`src/rtl/fetch_pkg.sv`:
```
// Shared definitions for the fetch queue: default widths and the request FSM states.
package fetch_pkg;

    localparam int unsigned XLEN_DEF  = 32;
    localparam int unsigned DEPTH_DEF = 4;

    // READY: nothing outstanding, WAIT: one request in flight, DISCARD: in-flight response is stale.
    typedef enum logic [1:0] {
        ST_READY   = 2'd0,
        ST_WAIT    = 2'd1,
        ST_DISCARD = 2'd2
    } fetch_state_e;

endpackage

```
`src/rtl/fetch_queue_if.sv`:
```
// Bundle of PC, instruction-memory and decode handshake signals around the fetch queue.
interface fetch_queue_if
    import fetch_pkg::*;
#(
    parameter int unsigned XLEN = XLEN_DEF
);

    logic [XLEN-1:0] pc_i;
    logic            pc_hold_o;
    logic            flush_i;
    logic            imem_req_o;
    logic [XLEN-1:0] imem_addr_o;
    logic            imem_rvalid_i;
    logic [XLEN-1:0] imem_rdata_i;
    logic            instr_valid_o;
    logic [XLEN-1:0] instr_o;
    logic [XLEN-1:0] instr_pc_o;
    logic            decode_ready_i;

    // The fetch queue is the master of the memory request and of the decode stream.
    modport master (
        input  pc_i, flush_i, imem_rvalid_i, imem_rdata_i, decode_ready_i,
        output pc_hold_o, imem_req_o, imem_addr_o, instr_valid_o, instr_o, instr_pc_o
    );

    modport slave (
        output pc_i, flush_i, imem_rvalid_i, imem_rdata_i, decode_ready_i,
        input  pc_hold_o, imem_req_o, imem_addr_o, instr_valid_o, instr_o, instr_pc_o
    );

endinterface

```
`src/rtl/fetch_fifo.sv`:
```
// Synchronous FIFO holding fetched {pc, instruction} pairs, with a single-cycle clear.
module fetch_fifo
    import fetch_pkg::*;
#(
    parameter int unsigned DEPTH = DEPTH_DEF,
    parameter int unsigned WIDTH = 2 * XLEN_DEF
) (
    input  logic                     clk_i,
    input  logic                     rst_i,
    input  logic                     push_i,
    input  logic                     pop_i,
    input  logic                     clear_i,
    input  logic [WIDTH-1:0]         wdata_i,
    output logic [WIDTH-1:0]         rdata_o,
    output logic [$clog2(DEPTH):0]   count_o
);

    localparam int unsigned AW = $clog2(DEPTH);
    localparam logic [AW:0] FULL_CNT = (AW + 1)'(DEPTH);

    logic [WIDTH-1:0] mem_q [DEPTH];
    logic [AW-1:0]    wr_ptr_q;
    logic [AW-1:0]    rd_ptr_q;
    logic [AW:0]      count_q;
    logic             do_push;
    logic             do_pop;

    assign do_push = push_i && (count_q != FULL_CNT);
    assign do_pop  = pop_i && (count_q != '0);

    // NOTE: sequential state uses non-blocking assignments so every flop samples pre-edge values.
    always_ff @(posedge clk_i) begin
        if (rst_i || clear_i) begin
            wr_ptr_q <= '0;
            rd_ptr_q <= '0;
            count_q  <= '0;
        end else begin
            if (do_push) wr_ptr_q <= wr_ptr_q + 1'b1;
            if (do_pop)  rd_ptr_q <= rd_ptr_q + 1'b1;
            unique case ({do_push, do_pop})
                2'b10:   count_q <= count_q + 1'b1;
                2'b01:   count_q <= count_q - 1'b1;
                default: count_q <= count_q;
            endcase
        end
    end

    // NOTE: the storage array is deliberately not reset; readers only trust it while count_o != 0.
    always_ff @(posedge clk_i) begin
        if (do_push && !clear_i) mem_q[wr_ptr_q] <= wdata_i;
    end

    assign rdata_o = mem_q[rd_ptr_q];
    assign count_o = count_q;

endmodule

```
`src/rtl/fetch_queue.sv`:
```
// Instruction fetch front end: one outstanding memory request, flush handling, and a decode buffer.
module fetch_queue
    import fetch_pkg::*;
#(
    parameter int unsigned DEPTH = DEPTH_DEF,
    parameter int unsigned XLEN  = XLEN_DEF
) (
    input  logic          clk_i,
    input  logic          rst_i,
    fetch_queue_if.master bus
);

    localparam int unsigned CW = $clog2(DEPTH) + 1;
    localparam logic [CW-1:0] FULL_CNT = CW'(DEPTH);

    fetch_state_e    state_q;
    fetch_state_e    state_d;
    logic [XLEN-1:0] pend_pc_q;

    logic            issue;
    logic            hold;
    logic            latch_pc;
    logic            push;
    logic            pop;
    logic            clear;
    logic            instr_valid;
    logic [CW-1:0]   count;
    logic [2*XLEN-1:0] head;

    always_ff @(posedge clk_i) begin
        if (rst_i) begin
            state_q   <= ST_READY;
            pend_pc_q <= '0;
        end else begin
            state_q <= state_d;
            if (latch_pc) pend_pc_q <= bus.pc_i;
        end
    end

    always_comb begin
        // NOTE: defaults first so every path assigns every output and no latch is inferred.
        state_d  = state_q;
        issue    = 1'b0;
        hold     = 1'b1;
        latch_pc = 1'b0;
        push     = 1'b0;
        clear    = 1'b0;

        if (rst_i) begin
            hold = 1'b0;
        end else if (bus.flush_i) begin
            hold  = 1'b0;
            clear = 1'b1;
            // A response still in flight belongs to the old path and must be swallowed.
            unique case (state_q)
                ST_WAIT, ST_DISCARD: state_d = bus.imem_rvalid_i ? ST_READY : ST_DISCARD;
                default:             state_d = ST_READY;
            endcase
        end else begin
            unique case (state_q)
                ST_READY: begin
                    if (count < FULL_CNT) begin
                        issue    = 1'b1;
                        hold     = 1'b0;
                        latch_pc = 1'b1;
                        state_d  = ST_WAIT;
                    end
                end
                ST_WAIT: begin
                    if (bus.imem_rvalid_i) begin
                        push    = 1'b1;
                        state_d = ST_READY;
                    end
                end
                ST_DISCARD: begin
                    if (bus.imem_rvalid_i) state_d = ST_READY;
                end
                default: state_d = ST_READY;
            endcase
        end
    end

    assign instr_valid = !rst_i && !bus.flush_i && (count != '0);
    assign pop         = instr_valid && bus.decode_ready_i;

    fetch_fifo #(
        .DEPTH (DEPTH),
        .WIDTH (2 * XLEN)
    ) u_fifo (
        .clk_i   (clk_i),
        .rst_i   (rst_i),
        .push_i  (push),
        .pop_i   (pop),
        .clear_i (clear),
        .wdata_i ({pend_pc_q, bus.imem_rdata_i}),
        .rdata_o (head),
        .count_o (count)
    );

    assign bus.imem_req_o    = issue;
    assign bus.imem_addr_o   = bus.pc_i;
    assign bus.pc_hold_o     = hold;
    assign bus.instr_valid_o = instr_valid;
    assign bus.instr_pc_o    = head[2*XLEN-1:XLEN];
    assign bus.instr_o       = head[XLEN-1:0];

endmodule

```
`src/flat_wrapper.sv`:
```
// flat-port wrapper written by rule: the top's interface ports become plain ports
module fetch_queue_flat import fetch_pkg::*;
#(
    parameter int unsigned DEPTH = DEPTH_DEF,
    parameter int unsigned XLEN  = XLEN_DEF
)
  (clk_i, rst_i, bus_pc_i, bus_flush_i, bus_imem_rvalid_i, bus_imem_rdata_i, bus_decode_ready_i, bus_pc_hold_o, bus_imem_req_o, bus_imem_addr_o, bus_instr_valid_o, bus_instr_o, bus_instr_pc_o);
  fetch_queue_if #(.XLEN(XLEN)) bus_i ();
  input  logic clk_i;
  input  logic rst_i;
  input wire logic [$bits(bus_i.pc_i)-1:0] bus_pc_i;
  input wire logic [$bits(bus_i.flush_i)-1:0] bus_flush_i;
  input wire logic [$bits(bus_i.imem_rvalid_i)-1:0] bus_imem_rvalid_i;
  input wire logic [$bits(bus_i.imem_rdata_i)-1:0] bus_imem_rdata_i;
  input wire logic [$bits(bus_i.decode_ready_i)-1:0] bus_decode_ready_i;
  output wire logic [$bits(bus_i.pc_hold_o)-1:0] bus_pc_hold_o;
  output wire logic [$bits(bus_i.imem_req_o)-1:0] bus_imem_req_o;
  output wire logic [$bits(bus_i.imem_addr_o)-1:0] bus_imem_addr_o;
  output wire logic [$bits(bus_i.instr_valid_o)-1:0] bus_instr_valid_o;
  output wire logic [$bits(bus_i.instr_o)-1:0] bus_instr_o;
  output wire logic [$bits(bus_i.instr_pc_o)-1:0] bus_instr_pc_o;
  assign bus_i.pc_i = bus_pc_i;
  assign bus_i.flush_i = bus_flush_i;
  assign bus_i.imem_rvalid_i = bus_imem_rvalid_i;
  assign bus_i.imem_rdata_i = bus_imem_rdata_i;
  assign bus_i.decode_ready_i = bus_decode_ready_i;
  assign bus_pc_hold_o = bus_i.pc_hold_o;
  assign bus_imem_req_o = bus_i.imem_req_o;
  assign bus_imem_addr_o = bus_i.imem_addr_o;
  assign bus_instr_valid_o = bus_i.instr_valid_o;
  assign bus_instr_o = bus_i.instr_o;
  assign bus_instr_pc_o = bus_i.instr_pc_o;
  fetch_queue #(.DEPTH(DEPTH), .XLEN(XLEN)) u_core (.clk_i(clk_i), .rst_i(rst_i), .bus(bus_i));
endmodule
```
`config.mk`:
```
export PLATFORM = sky130hd
export DESIGN_NAME = fetch_queue_flat
export DESIGN_NICKNAME = d
export VERILOG_FILES = /design/src/rtl/fetch_pkg.sv /design/src/rtl/fetch_queue_if.sv /design/src/rtl/fetch_fifo.sv /design/src/rtl/fetch_queue.sv /design/src/flat_wrapper.sv
export SDC_FILE = /design/constraint.sdc
export NUM_CORES = 1
export LEC_CHECK = 0
export CORE_MARGIN = 2
export CORE_UTILIZATION = 45
export CTS_CLUSTER_SIZE = 20
export DETAILED_ROUTE_END_ITERATION = 8
export GPL_TIMING_DRIVEN = 0
export PLACE_DENSITY = 0.78
export SYNTH_ARGS = -nofsm -noshare
export SYNTH_HDL_FRONTEND = slang
export SYNTH_SLANG_ARGS = --single-unit
```
`constraint.sdc`:
```
create_clock -name clk_i -period 5.45 [get_ports clk_i]
set_input_delay 1.09 -clock clk_i [delete_from_list [all_inputs] [get_ports clk_i]]
set_output_delay 1.09 -clock clk_i [all_outputs]
set_load 0.05 [all_outputs]
```
---- Word level (Yosys, flattened, before mapping) ----
Memory sizes are Yosys's and may differ from the RTL's. A register that Yosys moved wholly into a read port is not among the register bits.
Index checks and enable logic that the tools add are counted.
word-level totals
  output and inout port bits .............. 99
  memory bits (writable) .................. 256
  input bits .............................. 69
  word-level logic and storage cells ...... 58
  memories ................................ 1
  register bits after elaboration ......... 41
operators by class
  $add $sub $neg .......................... 4
  order comparisons ....................... 1
  muxes and demuxes ....................... 25
  reductions and logical operators ........ 15
  eq/ne operators ......................... 7
memory list
  name                 words  bits a word  read ports  clocked after Yosys merged registers in  wr ports  line              text
  u_core.u_fifo.mem_q  4      64           1           1                                        1         fetch_fifo.sv:21  logic [WIDTH-1:0] mem_q [DEPTH];
operators by type and width
  cell                                                    count
  two-way mux 1 bit                                       16
  two-way mux 2 bit                                       7
  logical AND 1 bit                                       6
  one-hot mux 3 bit (2 select lines)                      1
  adder 2 x 1 -> 2 bit (second input constant)            2
  equality test 2 x 1 -> 1 bit (second input constant)    2
  equality test 2 bit (second input constant)             2
  one-hot mux 2 bit (2 select lines)                      1
  adder 3 x 1 -> 3 bit (second input constant)            1
  zero test 1 bit                                         3
  less-than comparator 3 bit (second input constant)      1
  inequality test 3 x 1 -> 1 bit (second input constant)  1
  inequality test 3 x 2 -> 1 bit (second input constant)  1
  inequality test 3 bit (second input constant)           1
  nonzero test 3 bit                                      1
  subtractor 3 x 1 -> 3 bit (second input constant)       1
  zero test 2 bit                                         1
  AND reduction 2 bit                                     1
  nonzero test 2 bit                                      1
  OR reduction 2 bit                                      1
  logical OR 1 bit                                        1

---- Longest topological paths before layout ----
Gate-level depths: netlist of run 1.
  depth after elaboration ................. 8
  gate-level depth with buffers ........... 11
  gate-level depth less buffers ........... 11

---- Modules after synthesis ----
Synthesis of run 1 repeated with hierarchy kept, for this count alone.
unflattened totals
  cell total of the unflattened synthesis .. 576
  area total of the unflattened synthesis .. 11408.4 sq um
by module, submodules not included
  module       times used  area each (sq um)  seq. area each (sq um)  cells each
  fetch_fifo   1           9791.9             7867.5                  385
  fetch_queue  1           1616.6             680.7                   191

---- Worst setup path after synthesis of run 1 ----
No wires, ideal clock.
  path kind ............................... input-to-reg
  start point ............................. input rst_i
  end point ............................... memory u_core.u_fifo.mem_q[0][0] (netlist bit), enable pin
  cell stages on the path ................. 4
  data required time ...................... 5.021 ns
  library setup time ...................... 0.429 ns
  path buffers ............................ 1
  arrival ................................. 3.295 ns
  setup slack ............................. 1.726 ns
  cell sequence ........................... or2_1 > buf_4 > a211oi_4 > and2_1
on the way
  cells in the longest elaborated chain, start to end .. 5
  elaborated cells on any way between the ends .. 7
  classes of those cells .................. 4 x mux; 3 x reduce/logical
RTL lines
  what                                                         line                                text
  from (decl)                                                  flat_wrapper.sv:10                  input logic rst_i;
  two-way mux 1 bit                                            fetch_queue.sv:49                   if (rst_i) begin
  logical AND 1 bit / zero test 1 bit (equally long branches)  fetch_fifo.sv:28, fetch_fifo.sv:50
  logical AND 1 bit *                                          fetch_fifo.sv:50                    if (do_push && !clear_i) mem_q[wr_ptr_q] <= wdata_i;
  two-way mux 1 bit *                                          fetch_fifo.sv:50
  two-way mux 1 bit (implied by the code) *                    fetch_fifo.sv:50
  to (decl)                                                    fetch_fifo.sv:21
Mark *: on every way between the ends. The rest lies on a longest branch, timed or not.

---- Worst setup path in the final report of run 1 ----
  start point ............................. input rst_i
  end point ............................... output bus_imem_req_o
on the way
  cells in the longest elaborated chain, start to end .. 1
RTL lines
  what               line                text
  two-way mux 1 bit  fetch_queue.sv:49
  to (decl)          flat_wrapper.sv:17  output wire logic [$bits(bus_i.imem_req_o)-1:0] bus_imem_req_o;
No other way between the ends.

==> summary by stage, run 1 <==
Status
The flow ran to the end, and the final reports show no timing, DRC or antenna violations.

Synthesis
The number of different library cells in the post-synthesis netlist is 30. The average instance in the mapped netlist occupies 19.6 sq um. The number of flip-flops and latches in the synthesized netlist is 299.

The net count after synthesis is between 600 and 700. The most used flip-flop cell after synthesis is sky130_fd_sc_hd__edfxtp_1. The synthesized netlist occupies a cell area of 11300 sq um. The proportion of synthesized flip-flops having asynchronous set or reset is 0%.

The sequential cell area fraction in the yosys report is 75.9%. The number of warnings printed during yosys synthesis is 0. Synthesis produced approximately 570 cells.

The synthesized design contains between 200 and 300 enable-type register cells.

Floorplan
From left edge to right edge, the die measures around 160 um. The number of ports placed on the die boundary is 168. The core area is 24500 sq um. The initial utilization of the core area, before any placement, comes to 46.0%.

The die covers 26300 sq um. The vertical die dimension is 162 um. The count of standard-cell rows is between 50 and 60.

Finish
Of the cells placed in the final design, the portion with a size suffix greater than 1 is 22.1%. The final-layout fill cell count is 1767. After routing the design area is 14500 sq um. 0 antenna diodes ended up in the layout.

After the last flow step, the layout net total stands at around 850. The relative area change from synthesis to final layout is 28.9%. Summing all flip-flop and latch instances after layout gives between 8000 and 9000 sq um. Cells fill around three fifths of the core in the end. The combined area of the multi-input logic cells is about 2300 sq um.

Power
The total power density per cell area is ~340 nW/um^2. The static power due to leakage is 4.74 nW. The worst supply voltage drop on vdd is 0.174 mV.

Placement
At the end of routability-driven placement, the weighted congestion stood at 0.728. The count of input and output buffers is 167. The total placed instance area is 13400 sq um. Summed over all nets, the half-perimeter wirelength after detailed placement is 13.5 mm. The worst-case setup slack after placement is 0.916 ns.

Clocking
Hold repair after CTS inserted 0 buffers. The later-pin clock latency in the skew report is approximately 0.55 ns. The total of cells resized after clock tree synthesis is 0.

Counting every sink on the clock net gives 299. The number of levels in the clock H-tree is 1. The number of clock buffers inserted by TritonCTS is 30.

The buffer cell driving the clock tree root is sky130_fd_sc_hd__clkbuf_16. The CTS tree is built. In this run the post-CTS setup repair buffer count came out at 0. The maximum buffer depth of the clock tree is 3.

The clock slew at the register clock pins of the worst setup and hold paths is 0.07 ns.

Route
Dividing the detail-routed via count by the number of cells gives approximately 5.1. The first routing iteration left 326 violations. Detailed routing inserted a total of 5695 vias.

Dividing the detail-routed wire length by the instance count gives 19.2 um. The first detailed-routing pass took 5 iterations. The aggregate routed wire length is 21.6 mm.

After detailed routing, the number of remaining DRC violations is 0. The detail route stage leaves a number of antenna-violating nets equal to 0.

Global routing
The number of global-route vias before repair is 6043. The overflow left after global routing is 0. Entering global routing, the biggest net connects around 60 pins. The first global-routing pass estimated 33.3 mm of wire. The number of antenna violations at the first check in global routing came to 0. Across every metal layer, demand over resource in global routing totals approximately 17%.

Worst setup path
Of all nets on the critical path, the largest fanout is 10. The required time at the endpoint of the critical path is between 4 and 5 ns. The type of origin of the critical path is an input port. The cell count of the worst reg-to-reg path is 9. Across all register-to-register paths, the minimum setup slack is 3.25 ns. For the worst setup path, the data arrival time is 3.40 ns. The worst register-to-register path begins at u_core.u_fifo.count_o[0]$_SDFFE_PP0P_. The capture point of the worst reg-to-reg path is u_core.u_fifo.count_o[2]$_SDFFE_PP0P_.

The nature of the critical path endpoint is a primary output. By startpoint and endpoint, the worst setup path is classified as in -> out.

Timing
The clock arrives with 0.0194 ns of skew. The final hold violation count is 0. The time the worst path needs with I/O delays and setup is 4.49 ns. After layout, the worst path uses 82.3% of the clock period.

Setup violations remaining at the end of the flow were counted as 0. Setup total negative slack on the finished layout was measured at 0 ns. At the pin with the least slew margin, the transition time is 0.656 ns.

Setup repair after global routing left no endpoint under its margin. Static timing analysis puts the maximum clock frequency at approximately 220 MHz. The number of slew-limit violations in the final report is 0.

Hold timing on the final database bottoms out at a slack of approximately 0.49 ns. The final worst-path setup slack is ~0.96 ns. Headroom to the max-slew limit came out at 56.3%.

Job
The max-cap check violation count is 0.

Worst hold path
The worst min-delay path class is reg -> reg. The worst min-delay path startpoint is u_core.pend_pc_q[11]$_SDFFE_PP0P_. The cell count of the worst hold path is 0. For hold timing, the worst endpoint is u_core.u_fifo.mem_q[2][43]$_DFFE_PP_.
==> how the worst max path moves through the flow <==
| stage | start | end | slack [ns] | cells past startpoint |
|---|---|---|---|---|
| finish | rst_i | bus_imem_req_o | 0.96 | 5 |
| global route | rst_i | bus_imem_req_o | 0.90 | 5 |
| CTS | rst_i | bus_imem_req_o | 0.91 | 5 |
| detailed placement | rst_i | bus_imem_req_o | 0.92 | 5 |
| global placement | rst_i | u_core.u_fifo.mem_q[0][10]$_DFFE_PP_ | -0.25 | 5 |
| floorplan | rst_i | u_core.u_fifo.mem_q[0][0]$_DFFE_PP_ | 1.73 | 4 |
==> cell type report <==
cell class                 instances  share of cell area (%)
inverter                          11                   0.285
sequential                       299                    58.9
timing repair buffer             171                    12.2
tap                              324                    2.79
buffer                            58                    2.67
clock buffer                      33                    5.61
clock inverter                    23                    1.71
multi-input combinational        206                    15.8
==> layout by cell type (no fill, tap or decap), types with 2 or more instances in the layout <==
cell type / count
sky130_fd_sc_hd__inv_1: 11
sky130_fd_sc_hd__a21oi_1: 4
sky130_fd_sc_hd__mux2i_1: 2
sky130_fd_sc_hd__inv_6: 4
sky130_fd_sc_hd__and2_4: 4
sky130_fd_sc_hd__clkinv_4: 7
sky130_fd_sc_hd__clkinvlp_4: 3
sky130_fd_sc_hd__mux4_2: 64
sky130_fd_sc_hd__clkdlybuf4s50_1: 167
sky130_fd_sc_hd__ha_1: 7
sky130_fd_sc_hd__o21ai_0: 33
sky130_fd_sc_hd__inv_4: 3
sky130_fd_sc_hd__buf_1: 6
sky130_fd_sc_hd__buf_4: 44
sky130_fd_sc_hd__edfxtp_1: 256
sky130_fd_sc_hd__dfxtp_1: 43
sky130_fd_sc_hd__buf_16: 3
sky130_fd_sc_hd__nand2_1: 35
sky130_fd_sc_hd__nor2_1: 9
sky130_fd_sc_hd__bufinv_16: 3
sky130_fd_sc_hd__xor2_1: 4
sky130_fd_sc_hd__buf_2: 3
sky130_fd_sc_hd__clkbuf_1: 4
sky130_fd_sc_hd__nand2b_1: 32
sky130_fd_sc_hd__clkbuf_16: 32
==> critical path, stage by stage <==
cell                              delay, ns
sky130_fd_sc_hd__clkdlybuf4s50_1       0.61
sky130_fd_sc_hd__nor4b_2               0.43
sky130_fd_sc_hd__buf_4                 0.24
sky130_fd_sc_hd__buf_4                 0.20
sky130_fd_sc_hd__clkdlybuf4s50_1       0.82
==> sequential cells by signal (all words and copies together), names as in the netlist, named ones only <==
signal                  count
u_core.u_fifo.mem_q       256
u_core.u_fifo.rd_ptr_q      2
u_core.pend_pc_q           32
u_core.u_fifo.count_o       3
u_core.u_fifo.wr_ptr_q      2
u_core.state_q              2
==> stage by stage <==
step           instances  power (mW)
6_report            1125        4.91
5_1_grt             1125        5.07
4_1_cts             1125        4.96
3_5_place_dp        1069        2.83
3_3_place_gp        1065        2.82
2_1_floorplan        574        2.70
==> cells by family after synthesis <==
| family | Yosys count | share of synthesized area (%) |
|---|---|---|
| buffers and inverters | 69 | 3.81 |
| AO/OA/AOI/OAI | 44 | 2.22 |
| XOR/XNOR | 4 | 0.311 |
| multiplexers | 66 | 13.0 |
| adder cells (fa/ha/maj) | 8 | 0.956 |
| flip-flops | 299 | 75.9 |
| AND/OR/NAND/NOR | 84 | 3.77 |
==> synthesized netlist by cell type (all sizes together), types with 2 or more instances <==
cell type	count	area [sq um]
dfxtp	43	861
ha	7	87.6
nand2b	32	200
and2	4	25.0
nand2	35	131
buf	53	368
a211oi	2	27.5
mux2i	2	20.0
clkbuf	5	20.0
a21oi	4	20.0
o21ai	34	170
inv	11	41.3
mux4	64	1440
edfxtp	256	7690
xor2	4	35.0
nor2	9	33.8
==> power by group <==
group / total, mW / switching [mW] / leakage [nW] / internal [mW]
clock network: 2.13 / 0.886 / 0.516 / 1.25
logic: 0.239 / 0.130 / 1.54 / 0.110
registers: 2.54 / 0.0240 / 2.68 / 2.51
total: 4.91 / 1.04 / 4.74 / 3.87
==> metal layers <==
metal / vias to the layer above / global-route usage [%] / share of wire [%]
li1: 2618 / - / -
met1: 2865 / 21.8 / 41
met2: 177 / 29.0 / 51
met3: 35 / 2.83 / 6.0
met4: 0 / 3.82 / 1.7
met5: - / 0 / 0
Note: power is estimated with default switching activity, not from simulation.
==> run 2, diff against run 1 <==
- clock period: 5.45 -> 4.4 ns (I/O delays scaled with it)
==> results of run 2 <==
The final DEF is identical to that of run 1. Status: completed.
Among the figures that moved: setup slack after placement 0.916 ns -> 0.286 ns; setup slack after layout 0.962 ns -> 0.332 ns; register-to-register setup slack 3.25 ns -> 2.20 ns; total power 4.91 mW -> 6.08 mW; worst IR drop on VDD 0.174 mV -> 0.216 mV
==> run 3, diff against run 2 <==
- CAP_MARGIN: not set -> 25
==> results of run 3 <==
The final DEF is identical to that of run 1. Status: completed.
Among the figures that moved: setup slack after placement 0.916 ns -> 0.286 ns; setup slack after layout 0.962 ns -> 0.332 ns; register-to-register setup slack 3.25 ns -> 2.20 ns; total power 4.91 mW -> 6.08 mW; worst IR drop on VDD 0.174 mV -> 0.216 mV
